[config.mk]
export PLATFORM = sky130hd
export DESIGN_NAME = fp_adder_pipe
export DESIGN_NICKNAME = d
export VERILOG_FILES = /design/src/rtl/fp_adder_pipe.sv
export SDC_FILE = /design/constraint.sdc
export NUM_CORES = 1
export LEC_CHECK = 0
export CAP_MARGIN = 20
export CORE_UTILIZATION = 35
export CTS_BUF_LIST = sky130_fd_sc_hd__clkbuf_4 sky130_fd_sc_hd__clkbuf_8
export CTS_CLUSTER_SIZE = 24
export DETAILED_ROUTE_END_ITERATION = 7
export MAX_ROUTING_LAYER = met4
export PLACE_DENSITY_LB_ADDON = 0.3
export SLEW_MARGIN = 15
export SYNTH_ARGS = -nofsm -noshare
export SYNTH_HDL_FRONTEND = slang
export SYNTH_SLANG_ARGS = --single-unit
[constraint.sdc]
create_clock -name clk -period 6.3 [get_ports clk]
set_input_delay 1.26 -clock clk [delete_from_list [all_inputs] [get_ports clk]]
set_output_delay 1.26 -clock clk [all_outputs]
set_load 0.1 [all_outputs]
[src/rtl/fp_adder_pipe.sv]
// Three-stage pipelined IEEE-754 binary adder/subtractor with subnormals,
// round-to-nearest-even, exception flags and valid/ready streaming.
module fp_adder_pipe #(
  parameter int EXP_W = 5,
  parameter int MAN_W = 10
) (
  input  logic                     clk,
  input  logic                     rst_n,
  input  logic                     in_valid,
  output logic                     in_ready,
  input  logic                     op,
  input  logic [EXP_W+MAN_W:0]     a,
  input  logic [EXP_W+MAN_W:0]     b,
  output logic                     out_valid,
  input  logic                     out_ready,
  output logic [EXP_W+MAN_W:0]     result,
  output logic                     flag_invalid,
  output logic                     flag_overflow,
  output logic                     flag_underflow,
  output logic                     flag_inexact
);

  localparam int W  = 1 + EXP_W + MAN_W;
  localparam int GW = MAN_W + 4;  // hidden bit + fraction + guard/round/sticky
  localparam int EW = EXP_W + 2;

  typedef logic signed [EW-1:0] exp_t;

  localparam logic [EXP_W-1:0] EXP_ONES = '1;
  localparam logic [EXP_W-1:0] EXP_ONE  = EXP_W'(1);
  localparam exp_t             E_ONE    = exp_t'(1);
  localparam exp_t             E_MAX    = exp_t'((1 << EXP_W) - 1);
  localparam logic [W-1:0]     QNAN     = {1'b0, EXP_ONES, 1'b1, {(MAN_W-1){1'b0}}};

  logic en;
  assign en       = !out_valid || out_ready;
  assign in_ready = en;

  // ---------------- S1: unpack, classify, swap ----------------
  logic [EXP_W-1:0] a_exp, b_exp, l_exp, s_exp, l_eff, s_eff, diff;
  logic [MAN_W-1:0] a_frac, b_frac, l_frac, s_frac;
  logic             b_sign, l_sign, s_sign, swap;
  logic             a_nan, b_nan, a_inf, b_inf, is_special, spec_inv;
  logic [W-1:0]     spec_word;

  // NOTE: always_comb uses blocking assignments and gives every output a default first, so no latch can be inferred.
  always_comb begin
    a_exp  = a[W-2:MAN_W];
    b_exp  = b[W-2:MAN_W];
    a_frac = a[MAN_W-1:0];
    b_frac = b[MAN_W-1:0];
    b_sign = b[W-1] ^ op;
    a_nan  = (a_exp == EXP_ONES) && (a_frac != '0);
    b_nan  = (b_exp == EXP_ONES) && (b_frac != '0);
    a_inf  = (a_exp == EXP_ONES) && (a_frac == '0);
    b_inf  = (b_exp == EXP_ONES) && (b_frac == '0);

    // Raw magnitude bits order the same way as the values they encode.
    swap   = b[W-2:0] > a[W-2:0];
    l_sign = swap ? b_sign : a[W-1];
    s_sign = swap ? a[W-1] : b_sign;
    l_exp  = swap ? b_exp  : a_exp;
    s_exp  = swap ? a_exp  : b_exp;
    l_frac = swap ? b_frac : a_frac;
    s_frac = swap ? a_frac : b_frac;
    l_eff  = (l_exp == '0) ? EXP_ONE : l_exp;
    s_eff  = (s_exp == '0) ? EXP_ONE : s_exp;
    diff   = l_eff - s_eff;

    is_special = a_nan || b_nan || a_inf || b_inf;
    spec_inv   = 1'b0;
    spec_word  = QNAN;
    if (a_nan || b_nan) begin
      spec_word = QNAN;
    end else if (a_inf && b_inf && (a[W-1] != b_sign)) begin
      spec_inv = 1'b1;
    end else if (a_inf) begin
      spec_word = {a[W-1], EXP_ONES, {MAN_W{1'b0}}};
    end else if (b_inf) begin
      spec_word = {b_sign, EXP_ONES, {MAN_W{1'b0}}};
    end
  end

  logic             s1_valid, s1_special, s1_spec_inv, s1_sign, s1_eff_sub;
  logic [W-1:0]     s1_spec_word;
  exp_t             s1_exp;
  logic [MAN_W:0]   s1_man_l, s1_man_s;
  logic [EXP_W-1:0] s1_diff;

  // ---------------- S2: align and add/subtract ----------------
  logic [EXP_W-1:0] shamt;
  logic [2*GW-1:0]  shifted;
  logic [GW-1:0]    aligned;
  logic [GW:0]      sum;

  always_comb begin
    shamt   = (int'(s1_diff) > MAN_W + 3) ? EXP_W'(MAN_W + 3) : s1_diff;
    shifted = {s1_man_s, 3'b000, {GW{1'b0}}} >> shamt;
    aligned = shifted[2*GW-1:GW] | {{(GW-1){1'b0}}, |shifted[GW-1:0]};
    if (s1_eff_sub) sum = {1'b0, s1_man_l, 3'b000} - {1'b0, aligned};
    else            sum = {1'b0, s1_man_l, 3'b000} + {1'b0, aligned};
  end

  logic         s2_valid, s2_special, s2_spec_inv, s2_sign, s2_eff_sub;
  logic [W-1:0] s2_spec_word;
  exp_t         s2_exp;
  logic [GW:0]  s2_sum;

  // ---------------- S3: normalise, round, pack ----------------
  function automatic exp_t lzc(input logic [GW-1:0] v);
    lzc = exp_t'(GW);
    for (int i = 0; i < GW; i++)
      if (v[i]) lzc = exp_t'(GW - 1 - i);
  endfunction

  exp_t             lz, sh, exp_n, exp_f;
  logic [GW-1:0]    norm;
  logic [MAN_W:0]   mant_q, mant_f;
  logic [MAN_W+1:0] mant_r;
  logic             g_bit, r_bit, s_bit, rnd_up, inexact, overflow, res_sign;
  logic [EXP_W-1:0] exp_field;
  logic [W-1:0]     res_d;
  logic             inv_d, ovf_d, unf_d, inx_d;

  always_comb begin
    lz    = lzc(s2_sum[GW-1:0]);
    sh    = '0;
    norm  = '0;
    exp_n = s2_exp;
    if (s2_sum[GW]) begin
      norm  = {s2_sum[GW:2], |s2_sum[1:0]};
      exp_n = s2_exp + E_ONE;
    end else begin
      // Stop shifting at the minimum exponent; what remains is subnormal.
      sh    = (lz < s2_exp) ? lz : s2_exp - E_ONE;
      norm  = s2_sum[GW-1:0] << sh;
      exp_n = s2_exp - sh;
    end

    mant_q = norm[GW-1:3];
    g_bit  = norm[2];
    r_bit  = norm[1];
    s_bit  = norm[0];
    rnd_up = g_bit && (r_bit || s_bit || mant_q[0]);
    mant_r = {1'b0, mant_q} + {{(MAN_W+1){1'b0}}, rnd_up};
    if (mant_r[MAN_W+1]) begin
      mant_f = mant_r[MAN_W+1:1];
      exp_f  = exp_n + E_ONE;
    end else begin
      mant_f = mant_r[MAN_W:0];
      exp_f  = exp_n;
    end

    inexact   = g_bit || r_bit || s_bit;
    // A clear hidden bit after rounding means exponent 1 encoded as 0.
    exp_field = mant_f[MAN_W] ? exp_f[EXP_W-1:0] : '0;
    overflow  = mant_f[MAN_W] && (exp_f >= E_MAX);
    res_sign  = (s2_sum == '0) ? (s2_sign && !s2_eff_sub) : s2_sign;

    res_d = overflow ? {res_sign, EXP_ONES, {MAN_W{1'b0}}}
                     : {res_sign, exp_field, mant_f[MAN_W-1:0]};
    inv_d = 1'b0;
    ovf_d = overflow;
    unf_d = inexact && !overflow && !mant_f[MAN_W];
    inx_d = inexact || overflow;
    if (s2_special) begin
      res_d = s2_spec_word;
      inv_d = s2_spec_inv;
      ovf_d = 1'b0;
      unf_d = 1'b0;
      inx_d = 1'b0;
    end
  end

  // ---------------- registers ----------------
  always_ff @(posedge clk) begin
    if (!rst_n) begin
      s1_valid       <= 1'b0;
      s2_valid       <= 1'b0;
      out_valid      <= 1'b0;
      result         <= '0;
      flag_invalid   <= 1'b0;
      flag_overflow  <= 1'b0;
      flag_underflow <= 1'b0;
      flag_inexact   <= 1'b0;
    end else if (en) begin
      s1_valid  <= in_valid;
      s2_valid  <= s1_valid;
      out_valid <= s2_valid;
      if (s2_valid) begin
        result         <= res_d;
        flag_invalid   <= inv_d;
        flag_overflow  <= ovf_d;
        flag_underflow <= unf_d;
        flag_inexact   <= inx_d;
      end
    end
  end

  // NOTE: payload registers carry no reset; the valid bits alone decide whether their contents mean anything.
  always_ff @(posedge clk) begin
    if (en) begin
      s1_special   <= is_special;
      s1_spec_inv  <= spec_inv;
      s1_spec_word <= spec_word;
      s1_sign      <= l_sign;
      s1_eff_sub   <= l_sign ^ s_sign;
      s1_exp       <= {2'b00, l_eff};
      s1_man_l     <= {l_exp != '0, l_frac};
      s1_man_s     <= {s_exp != '0, s_frac};
      s1_diff      <= diff;

      s2_special   <= s1_special;
      s2_spec_inv  <= s1_spec_inv;
      s2_spec_word <= s1_spec_word;
      s2_sign      <= s1_sign;
      s2_eff_sub   <= s1_eff_sub;
      s2_exp       <= s1_exp;
      s2_sum       <= sum;
    end
  end

endmodule

## Word-level counts from Yosys, hierarchy flattened

Cells that the tools add are included.

- Flip-flop bits (word level): 115
- Bits of input ports: 37
- Output and inout bits: 22
- Logic and storage cells: 123

- Add/sub/neg operators: 8
- Magnitude comparators: 4
- Equality and inequality tests: 3
- Shift-type cells: 2
- Multiplexer cells: 40
- Bitwise gates (word level): 3
- Reductions and logical operators: 38

Operator list:

| operator | count |
|---|---|
| 2-to-1 mux 7 bit | 16 |
| 2-to-1 mux 16 bit | 3 |
| 2-to-1 mux 15 bit | 2 |
| 2-to-1 mux 5 bit | 6 |
| >> shifter 28 x 5 -> 28 bit | 1 |
| logical NOT 10 bit | 2 |
| 2-to-1 mux 10 bit | 2 |
| nonzero test 10 bit | 2 |
| adder 14 x 14 -> 15 bit | 1 |
| greater-than comparator 15 bit | 1 |
| logical NOT 15 bit | 1 |
| subtractor 14 x 14 -> 15 bit | 1 |
| 2-to-1 mux 14 bit | 1 |
| bitwise OR 14 x 1 -> 14 bit | 1 |
| OR reduction 14 bit | 1 |
| left shift 14 x 7 -> 14 bit | 1 |
| adder 11 x 1 -> 12 bit | 1 |
| logical AND 1 bit | 11 |
| 2-to-1 mux 11 bit | 1 |
| equality test 5 bit, second input constant | 2 |
| logical NOT 5 bit | 2 |
| nonzero test 5 bit | 2 |
| logical OR 1 bit | 9 |
| 2-to-1 mux 1 bit | 8 |
| 15 further kinds | 20 |

## Depth between registers and ports, before layout

Gate-level depths: netlist (run 1).

- Depth after elaboration: 29
- Depth in mapped cells: 26
- Depth with buffers taken out: 23

## Worst setup path before layout (run 1)

Ideal clock, no wire load.

- Path kind: input-to-reg
- From: input port out_ready
- To: register result[8]
- Library setup time: 0.062 ns
- Data arrival time: 5.671 ns
- Data required time: 6.238 ns
- Slack: 0.567 ns
- Cell stages on the path: 7
- Path buffers: 1
- Cells stage by stage: nand2b_1 clkbuf_1 nand2_1 nor2_1 nand2_1 a211oi_2 a22o_1

- Longest elaborated chain between the ends: 2

Ends and longest elaborated chain:

| element | line | source |
|---|---|---|
| start: declaration | 15 | `input logic out_ready,` |
| logical OR 1 bit | 36 | `assign en = !out_valid \|\| out_ready;` |
| via in_ready | 10 | `output logic in_ready,` |
| AND reduction 2 bit (no source line) | n/a |  |
| end signal: assignment | 191 | `result <= res_d;` |
| end: declaration | 16 | `output logic [EXP_W+MAN_W:0] result,` |

The timed path passes the listed nets, and every way through them passes these cells.
A chain may end at the register's enable or synchronous reset.

## Final worst setup path (run 1)

- From: register s2_sum[6]
- To: register result[8]

- Longest elaborated chain between the ends: 21
- Elaborated cells on any way between the ends: 25
- Classes of those cells: add/sub: 3; order compare: 2; shift: 1; mux: 15; reduce/logical: 4

Ends and longest elaborated chain:

| element | line | source |
|---|---|---|
| start: declaration | 107 | `logic [GW:0] s2_sum;` |
| start signal: assignment | 219 | `s2_sum <= sum;` |
| 2-to-1 mux 7 bit (8 in a row) | 113 | `if (v[i]) lzc = exp_t'(GW - 1 - i);` |
| less-than comparator 7 x 6 -> 1 bit | 135 | `sh = (lz < s2_exp) ? lz : s2_exp - E_ONE;` |
| 2-to-1 mux 7 bit | 135 |  |
| left shift 14 x 7 -> 14 bit | 136 | `norm = s2_sum[GW-1:0] << sh;` |
| 2-to-1 mux 14 bit | 130 | `if (s2_sum[GW]) begin` |
| logical OR 1 bit (2 in a row) | 144 | `rnd_up = g_bit && (r_bit \|\| s_bit \|\| mant_q[0]);` |
| logical AND 1 bit | 144 |  |
| adder 11 x 1 -> 12 bit | 145 | `mant_r = {1'b0, mant_q} + {{(MAN_W+1){1'b0}}, rnd_up};` |
| 2-to-1 mux 7 bit | 146 | `if (mant_r[MAN_W+1]) begin` |
| greater-or-equal comparator 7 x 6 -> 1 bit | 157 | `overflow = mant_f[MAN_W] && (exp_f >= E_MAX);` |
| logical AND 1 bit | 157 |  |
| 2-to-1 mux 15 bit (*) | 160 | `res_d = overflow ? {res_sign, EXP_ONES, {MAN_W{1'b0}}}` |
| 2-to-1 mux 16 bit (*) | 166 | `if (s2_special) begin` |

Every way passes the cells marked *; elsewhere a longest branch is shown, timed or not.

==> reports/qor.csv, run 1 <==
stage;metric;value;unit
clock_network;clock-sinks;87;
clock_network;clock-root-buffer;clkbuf_8;
clock_network;clkTransAtPathRegs;0.09;ns
grt;overflow;0;
logic_synthesis;synth-edff-count;64;
setup_path;rrSetupSlack;0.48;ns
clock_network;postCtsSetupBuffers;0;
placed_design;dp_hpwl;14960;um
finish;diodes;0;
drt;drt-pass1-iter-count;6;
logic_synthesis;synth_nets;945;
clock_network;cts_hold_buffers;0;
sta;slew_headroom;26.17;%
logic_synthesis;synth_flop_cell;edfxtp_1;
die;fp.dieH;149.2;um
grt;grt_max_degree;71;
sta;rsz0062_at_grt;false;
sta;period_share;92.30;%
pwr;powerDensity;403.0;mW/mm2
die;dieArea;0.02227;mm2
setup_path;startpoint_type;flop;
flow_run;maxCapViolCount;0;
logic_synthesis;syn_area;0.007587;mm2
finish;final_common_cell;nand2_1;
grt;grt.total_usage;17.92;%
logic_synthesis;synth-seq-cells;87;
setup_path;path_max_fanout;12;
finish;area_growth;14.74;%
sta;whs;0.4270;ns
setup_path;slowest_delay;0.58;ns
drt;postRouteWirelength;18920;um
outcome;status;finished, final reports clean;
drt;ant_nets;0;
setup_path;end_kind;flop;
drt;vias;6570;
sta;tns;0;ns
die;core;0.02115;mm2
finish;n_fill_cell;2146;
drt;drt_iter0_drc;428;
clock_network;htree_levels;3;
clock_network;cts_buffers;9;
grt;grt_pass1_wl;30950;um
sta;finalWorstSetupSlack;0.4848;ns
pwr;p_leak;3.512;nW
placed_design;place_ws;0.2737;ns
clock_network;clockBufferDepth;2;
clock_network;clk_latency;0.37;ns
clock_network;tritoncts;yes;
sta;final_hold_viol_count;0;
logic_synthesis;ys_seq_area_share;31.40;%
logic_synthesis;synth_cell_types;88;
setup_path;crit_required;6.62;ns
clock_network;cts_resized;0;
logic_synthesis;synthArstFlopShare;0;%
grt;grt_pass1_vias;6013;
setup_path;slowest_stage;mux4_2;
placed_design;place_congestion;0.9148;
sta;finClkSkew;0.01125;ns
logic_synthesis;syn_area_per_cell;8.884;um2
drt;wl_per_cell;15.96;um
finish;finalNetCount;996;
logic_synthesis;yosys_warnings;0;
setup_path;arrival;6.13;ns
setup_path;crit_chain;or4_1, nor2_1, nor2_1, ha_1, nand2_1, or4_4, a31o_2, a211oi_4, a21o_1, mux4_2, o211ai_2, a21boi_4, nand4_4, nor4b_4, xor2_2, nor2_1, a211oi_2, a22o_1;
grt;antenna_found_initial;0;
drt;via_per_inst;5.544;
drt;drcViolationCount;0;
setup_path;worstSetupPathType;flop to flop;
placed_design;portBuffers;58;
sta;min_period;5.815;ns
die;dieWidth;149.2;um
sta;setup_viol;0;
finish;final_cell_mix;nand2_1, nor2_1, inv_1, edfxtp_1, clkdlybuf4s50_1;
die;ios;59;
logic_synthesis;syn_inst;854;
die;num_rows;53;
finish;layout-drive-gt1-share;10.11;%
pwr;irDropWorstVdd;0.1139;mV
hold_path;min_path_type;flop to flop;
die;start_util;35.87;%
setup_path;cp_common_cell;nor2_1;
sta;worstMarginPinSlew;1.104;ns
sta;drv_slew;0;
sta;fmax;172.0;MHz
[cell type report]
type / count / area [um2] / area share, %
clock buffers: 9 / 123.9 / 1.423
multi-input cells: 668 / 4833 / 55.52
clock inverters: 7 / 77.57 / 0.8911
well taps: 275 / 344.1 / 3.952
repair buffers: 74 / 700.7 / 8.048
inverters: 65 / 244.0 / 2.803
flip-flops and latches: 87 / 2382 / 27.36
[path summary, 6_finish.rpt]
path,endpoint,start,depth (start not counted)
max reg2reg,result[8],s2_sum[6],18
min reg2reg,s2_sign,s1_sign,0
max,result[8],s2_sum[6],18
min,s2_sign,s1_sign,0
[logic make-up after synthesis]
group | after synthesis | share of synthesized area [%]
xor+xnor | 32 | 3.793
mux | 63 | 9.499
buf+inv | 99 | 5.145
simple gates | 271 | 17.61
compound gates | 247 | 23.32
flops | 87 | 31.40
fa+ha+maj | 55 | 9.235
[through the flow]
step / cell area [um2] / power [W] / util [%] / std cells
CTS: 8706 / 0.003504 / 41.15 / 1185
floorplan: 7587 / 0.002594 / - / 854
finish: 8706 / 0.003508 / 41.15 / 1185
global route: 8706 / 0.003779 / 41.15 / 1185
detailed placement: 8504 / 0.003088 / 40.20 / 1169
global placement: 8504 / 0.003089 / 40.20 / 1169
[per-layer routing]
metal	up-vias	wire length [um]	GRT usage, %
li1	3274	-	-
met1	3114	9331	24.74
met2	165	8584	27.23
met3	17	704	2.232
met4	0	296	5.408
met5	-	0	-
[synthesized netlist by cell type, types with 6 or more instances]
cell       n  area [um2]
a21o_1    11       82.58
a21oi_1   52       260.3
a22o_1     7       61.31
a22oi_1    9       67.56
a31oi_1   15       93.84
and3_1    10       62.56
clkbuf_1  26       97.59
dfxtp_1   23       460.4
edfxtp_1  64        1922
ha_1      52       650.6
inv_1     64       240.2
mux2_2    19       214.0
mux2i_1   38       380.4
nand2_1   91       341.6
nand2b_1  11       68.82
nand3_1   18       90.09
nand4_1   11       68.82
nor2_1    65       244.0
nor2b_1    6       37.54
nor3_1    21       105.1
nor4_1     6       37.54
o211ai_1   9       67.56
o21a_1    11       82.58
o21ai_0   41       205.2
o21bai_1   9       67.56
o22ai_1    6       37.54
or2_2      7       43.79
xnor2_1   22       192.7
xor2_1     9       78.83
[critical path, delay by kind of cell, from the launching register on]
kind	cells	cell delay, ns
compound gates	7	2.04
mux	1	0.58
xor+xnor	1	0.36
fa+ha+maj	1	0.31
simple gates	8	1.94
flops	1	0.52
[power breakdown]
part           internal [W]  total [W]  switching [W]  leakage (nW)
sequential         0.000764   0.000954       0.000189         0.862
combinational      0.000875    0.00215        0.00127          2.55
clock              0.000188   0.000404       0.000216         0.102
total               0.00183    0.00351        0.00168          3.51
[flip-flops by register name (all words and copies together) (netlist names), 2 cells and up]
| name | count |
|---|---|
| s2_spec_word | 2 |
| s1_man_s | 11 |
| s2_exp | 5 |
| result | 16 |
| s1_spec_word | 2 |
| s2_sum | 15 |
| s1_exp | 5 |
| s1_diff | 5 |
| s1_man_l | 11 |
Note: power is estimated with default switching activity, not from simulation.
==> inputs of run 2 (changes only) <==
--- a/config.mk
+++ b/config.mk
@@ -8,6 +8,7 @@
 export CAP_MARGIN = 20
 export CORE_UTILIZATION = 35
 export CTS_BUF_LIST = sky130_fd_sc_hd__clkbuf_4 sky130_fd_sc_hd__clkbuf_8
+export CTS_CLUSTER_DIAMETER = 200
 export CTS_CLUSTER_SIZE = 24
 export DETAILED_ROUTE_END_ITERATION = 7
 export MAX_ROUTING_LAYER = met4
==> results of run 2 <==
Same layout as run 1: the final DEF is identical, and so are final timing and power.
==> inputs of run 3 (changes only) <==
--- a/config.mk
+++ b/config.mk
@@ -6,6 +6,7 @@
 export NUM_CORES = 1
 export LEC_CHECK = 0
 export CAP_MARGIN = 20
+export CORE_MARGIN = 3
 export CORE_UTILIZATION = 35
 export CTS_BUF_LIST = sky130_fd_sc_hd__clkbuf_4 sky130_fd_sc_hd__clkbuf_8
 export CTS_CLUSTER_DIAMETER = 200
==> constraint.sdc (replaced) <==
create_clock -name clk -period 6.3 [get_ports clk]
set_input_delay 0.945 -clock clk [delete_from_list [all_inputs] [get_ports clk]]
set_output_delay 0.945 -clock clk [all_outputs]
set_load 0.1 [all_outputs]
==> run 3 against run 2 <==
  * Setup slack got worse by 0.017 ns
  * Utilization down 0.15 points
  * Sequential share of layout area is 0.10 points higher
  * Highest routed layer unchanged
==> reports/qor.csv, run 3 (synthesis gave the netlist of run 1 again) <==
stage;metric;value;unit;change
placed_design;dp_hpwl;15170;um;was 14,960 um
die;dieWidth;153.2;um;was 149.2 um
grt;grt_pass1_vias;6256;;was 6,013
hold_path;min_path_type;flop to flop;;unchanged
finish;largest_register_ff_count;16;;unchanged
setup_path;path_max_fanout;8;;was 12
sta;setup_viol;0;;unchanged
clock_network;tritoncts;yes;;unchanged
clock_network;htree_levels;3;;unchanged
pwr;irDropWorstVdd;0.1203;mV;was 0.1139 mV
finish;final_cell_mix;nand2_1, nor2_1, inv_1, edfxtp_1, clkdlybuf4s50_1;;unchanged
finish;area_growth;14.31;%;was 14.74%
finish;finalNetCount;992;;was 996
grt;grt.total_usage;16.31;%;was 17.92%
placed_design;portBuffers;58;;unchanged
die;ios;59;;unchanged
sta;finClkSkew;0.01032;ns;was 0.01125 ns
drt;postRouteWirelength;18850;um;was 18,920 um
finish;n_fill_cell;2097;;was 2,146
die;start_util;35.87;%;unchanged
sta;period_share;92.58;%;was 92.30%
die;dieArea;0.02348;mm2;was 0.02227 mm2
grt;overflow;0;;unchanged
drt;drcViolationCount;0;;unchanged
setup_path;arrival;6.08;ns;was 6.13 ns
clock_network;cts_hold_buffers;0;;unchanged
finish;reg_top3;result (16), s2_sum (15);;unchanged
flow_run;maxCapViolCount;0;;unchanged
finish;diodes;0;;unchanged
die;num_rows;53;;unchanged
drt;ant_nets;0;;unchanged
setup_path;crit_required;6.55;ns;was 6.62 ns
finish;final_common_cell;nand2_1;;unchanged
grt;grt_max_degree;62;;was 71
grt;antenna_found_initial;0;;unchanged
clock_network;cts_resized;0;;unchanged
setup_path;worstSetupPathType;flop to flop;;unchanged
outcome;status;finished, final reports clean;;unchanged
finish;layout-drive-gt1-share;9.713;%;was 10.11%
sta;drv_slew;0;;unchanged
die;core;0.02115;mm2;unchanged
pwr;powerDensity;402.8;mW/mm2;was 403.0 mW/mm2
finish;regMostFlops;result;;unchanged
finish;utilization;41.00;%;was 41.15%
clock_network;postCtsSetupBuffers;0;;unchanged
drt;via_per_inst;5.555;;was 5.544
clock_network;clk_latency;0.38;ns;was 0.37 ns
clock_network;clkTransAtPathRegs;0.09;ns;about the same
clock_network;clock-root-buffer;clkbuf_8;;unchanged
clock_network;clockBufferDepth;2;;unchanged
drt;vias;6561;;was 6,570
setup_path;startpoint_type;flop;;unchanged
drt;drt-pass1-iter-count;5;;was 6
sta;min_period;5.832;ns;was 5.815 ns
pwr;p_leak;3.486;nW;was 3.512 nW
sta;slew_headroom;33.66;%;was 26.17%
drt;drt_iter0_drc;464;;was 428
setup_path;end_kind;flop;;unchanged
sta;tns;0;ns;unchanged
sta;fmax;171.5;MHz;was 172.0 MHz
drt;wl_per_cell;15.96;um;about the same
sta;worstMarginPinSlew;0.9919;ns;was 1.104 ns
clock_network;cts_buffers;9;;unchanged
die;fp.dieH;153.2;um;was 149.2 um
placed_design;place_congestion;0.9510;;was 0.9148
sta;rsz0062_at_grt;false;;unchanged
grt;grt_pass1_wl;31070;um;was 30,950 um
sta;final_hold_viol_count;0;;unchanged
clock_network;clock-sinks;87;;unchanged
run 3: cell types whose count changed in the layout (fill, tap and decap cells not counted):
cell	delta
buf_4	-4
clkinv_8	+1
inv_8	+2
inv_4	-1
clkinv_2	-1
clkinv_4	+1
inv_6	-1
bufinv_16	-1
run 3: where the power goes:
group	leakage, nW	internal (W)	switching, W
logic	2.53	0.000873	0.00128
registers	0.862	0.000765	0.000190
clock network	0.0985	0.000157	0.000228
run 3: cell type report:
class / count / area, um2 / area share (%)
repair buffers: 70 / 670.6 / 7.732
clock inverters: 7 / 75.07 / 0.8656
well taps: 275 / 344.1 / 3.967
inverters: 65 / 244.0 / 2.813
clock buffers: 9 / 123.9 / 1.428
multi-input cells: 668 / 4833 / 55.73
flip-flops and latches: 87 / 2382 / 27.47
run 3: worst paths after layout:
check	slack, ns	cells after the start	startpoint	to
setup reg to reg	0.47	20	s2_sum[1]	result[14]
setup / recovery	0.47	20	s2_sum[1]	result[14]
hold reg to reg	0.43	0	s1_exp[3]	s2_exp[3]
hold / removal	0.43	0	s1_exp[3]	s2_exp[3]
run 3: metrics by stage:
stage / power, W / hold slack [ns] / instances / instance area (um2) / worst slack, ns
5_1_grt: 0.003769 / 0.4318 / 1181 / 8673 / 0.1030
3_5_place_dp: 0.003097 / 0.4045 / 1165 / 8474 / 0.4098
6_report: 0.003494 / 0.4274 / 1181 / 8673 / 0.4677
4_1_cts: 0.003495 / 0.4269 / 1181 / 8673 / 0.5049
2_1_floorplan: 0.002594 / 0.4003 / 854 / 7587 / 0.8818
3_3_place_gp: 0.003116 / 0.4019 / 1165 / 8474 / 0.5423
run 3: critical path, stage by stage (launching register included):
cell      delay [ns]
edfxtp_1        0.51
nor2_1          0.19
o31ai_1         0.09
a211o_1         0.32
a21boi_1        0.39
ha_1            0.21
nand2_1         0.07
or4_4           0.52
a31o_2          0.27
a211oi_4        0.25
a21o_1          0.32
mux4_2          0.56
o211ai_2        0.22
a21boi_4        0.26
and3_1          0.18
nand4_1         0.19
nor3_2          0.52
buf_4           0.25
nor2_1          0.06
a22oi_1         0.21
a31oi_1         0.11
run 3: metal layers:
layer / wire (um) / GRT usage (%) / vias up
li1: - / - / 3284
met1: 8906 / 22.00 / 3066
met2: 8625 / 25.39 / 182
met3: 844 / 2.039 / 29
met4: 473 / 5.728 / 0
met5: 0 / - / -
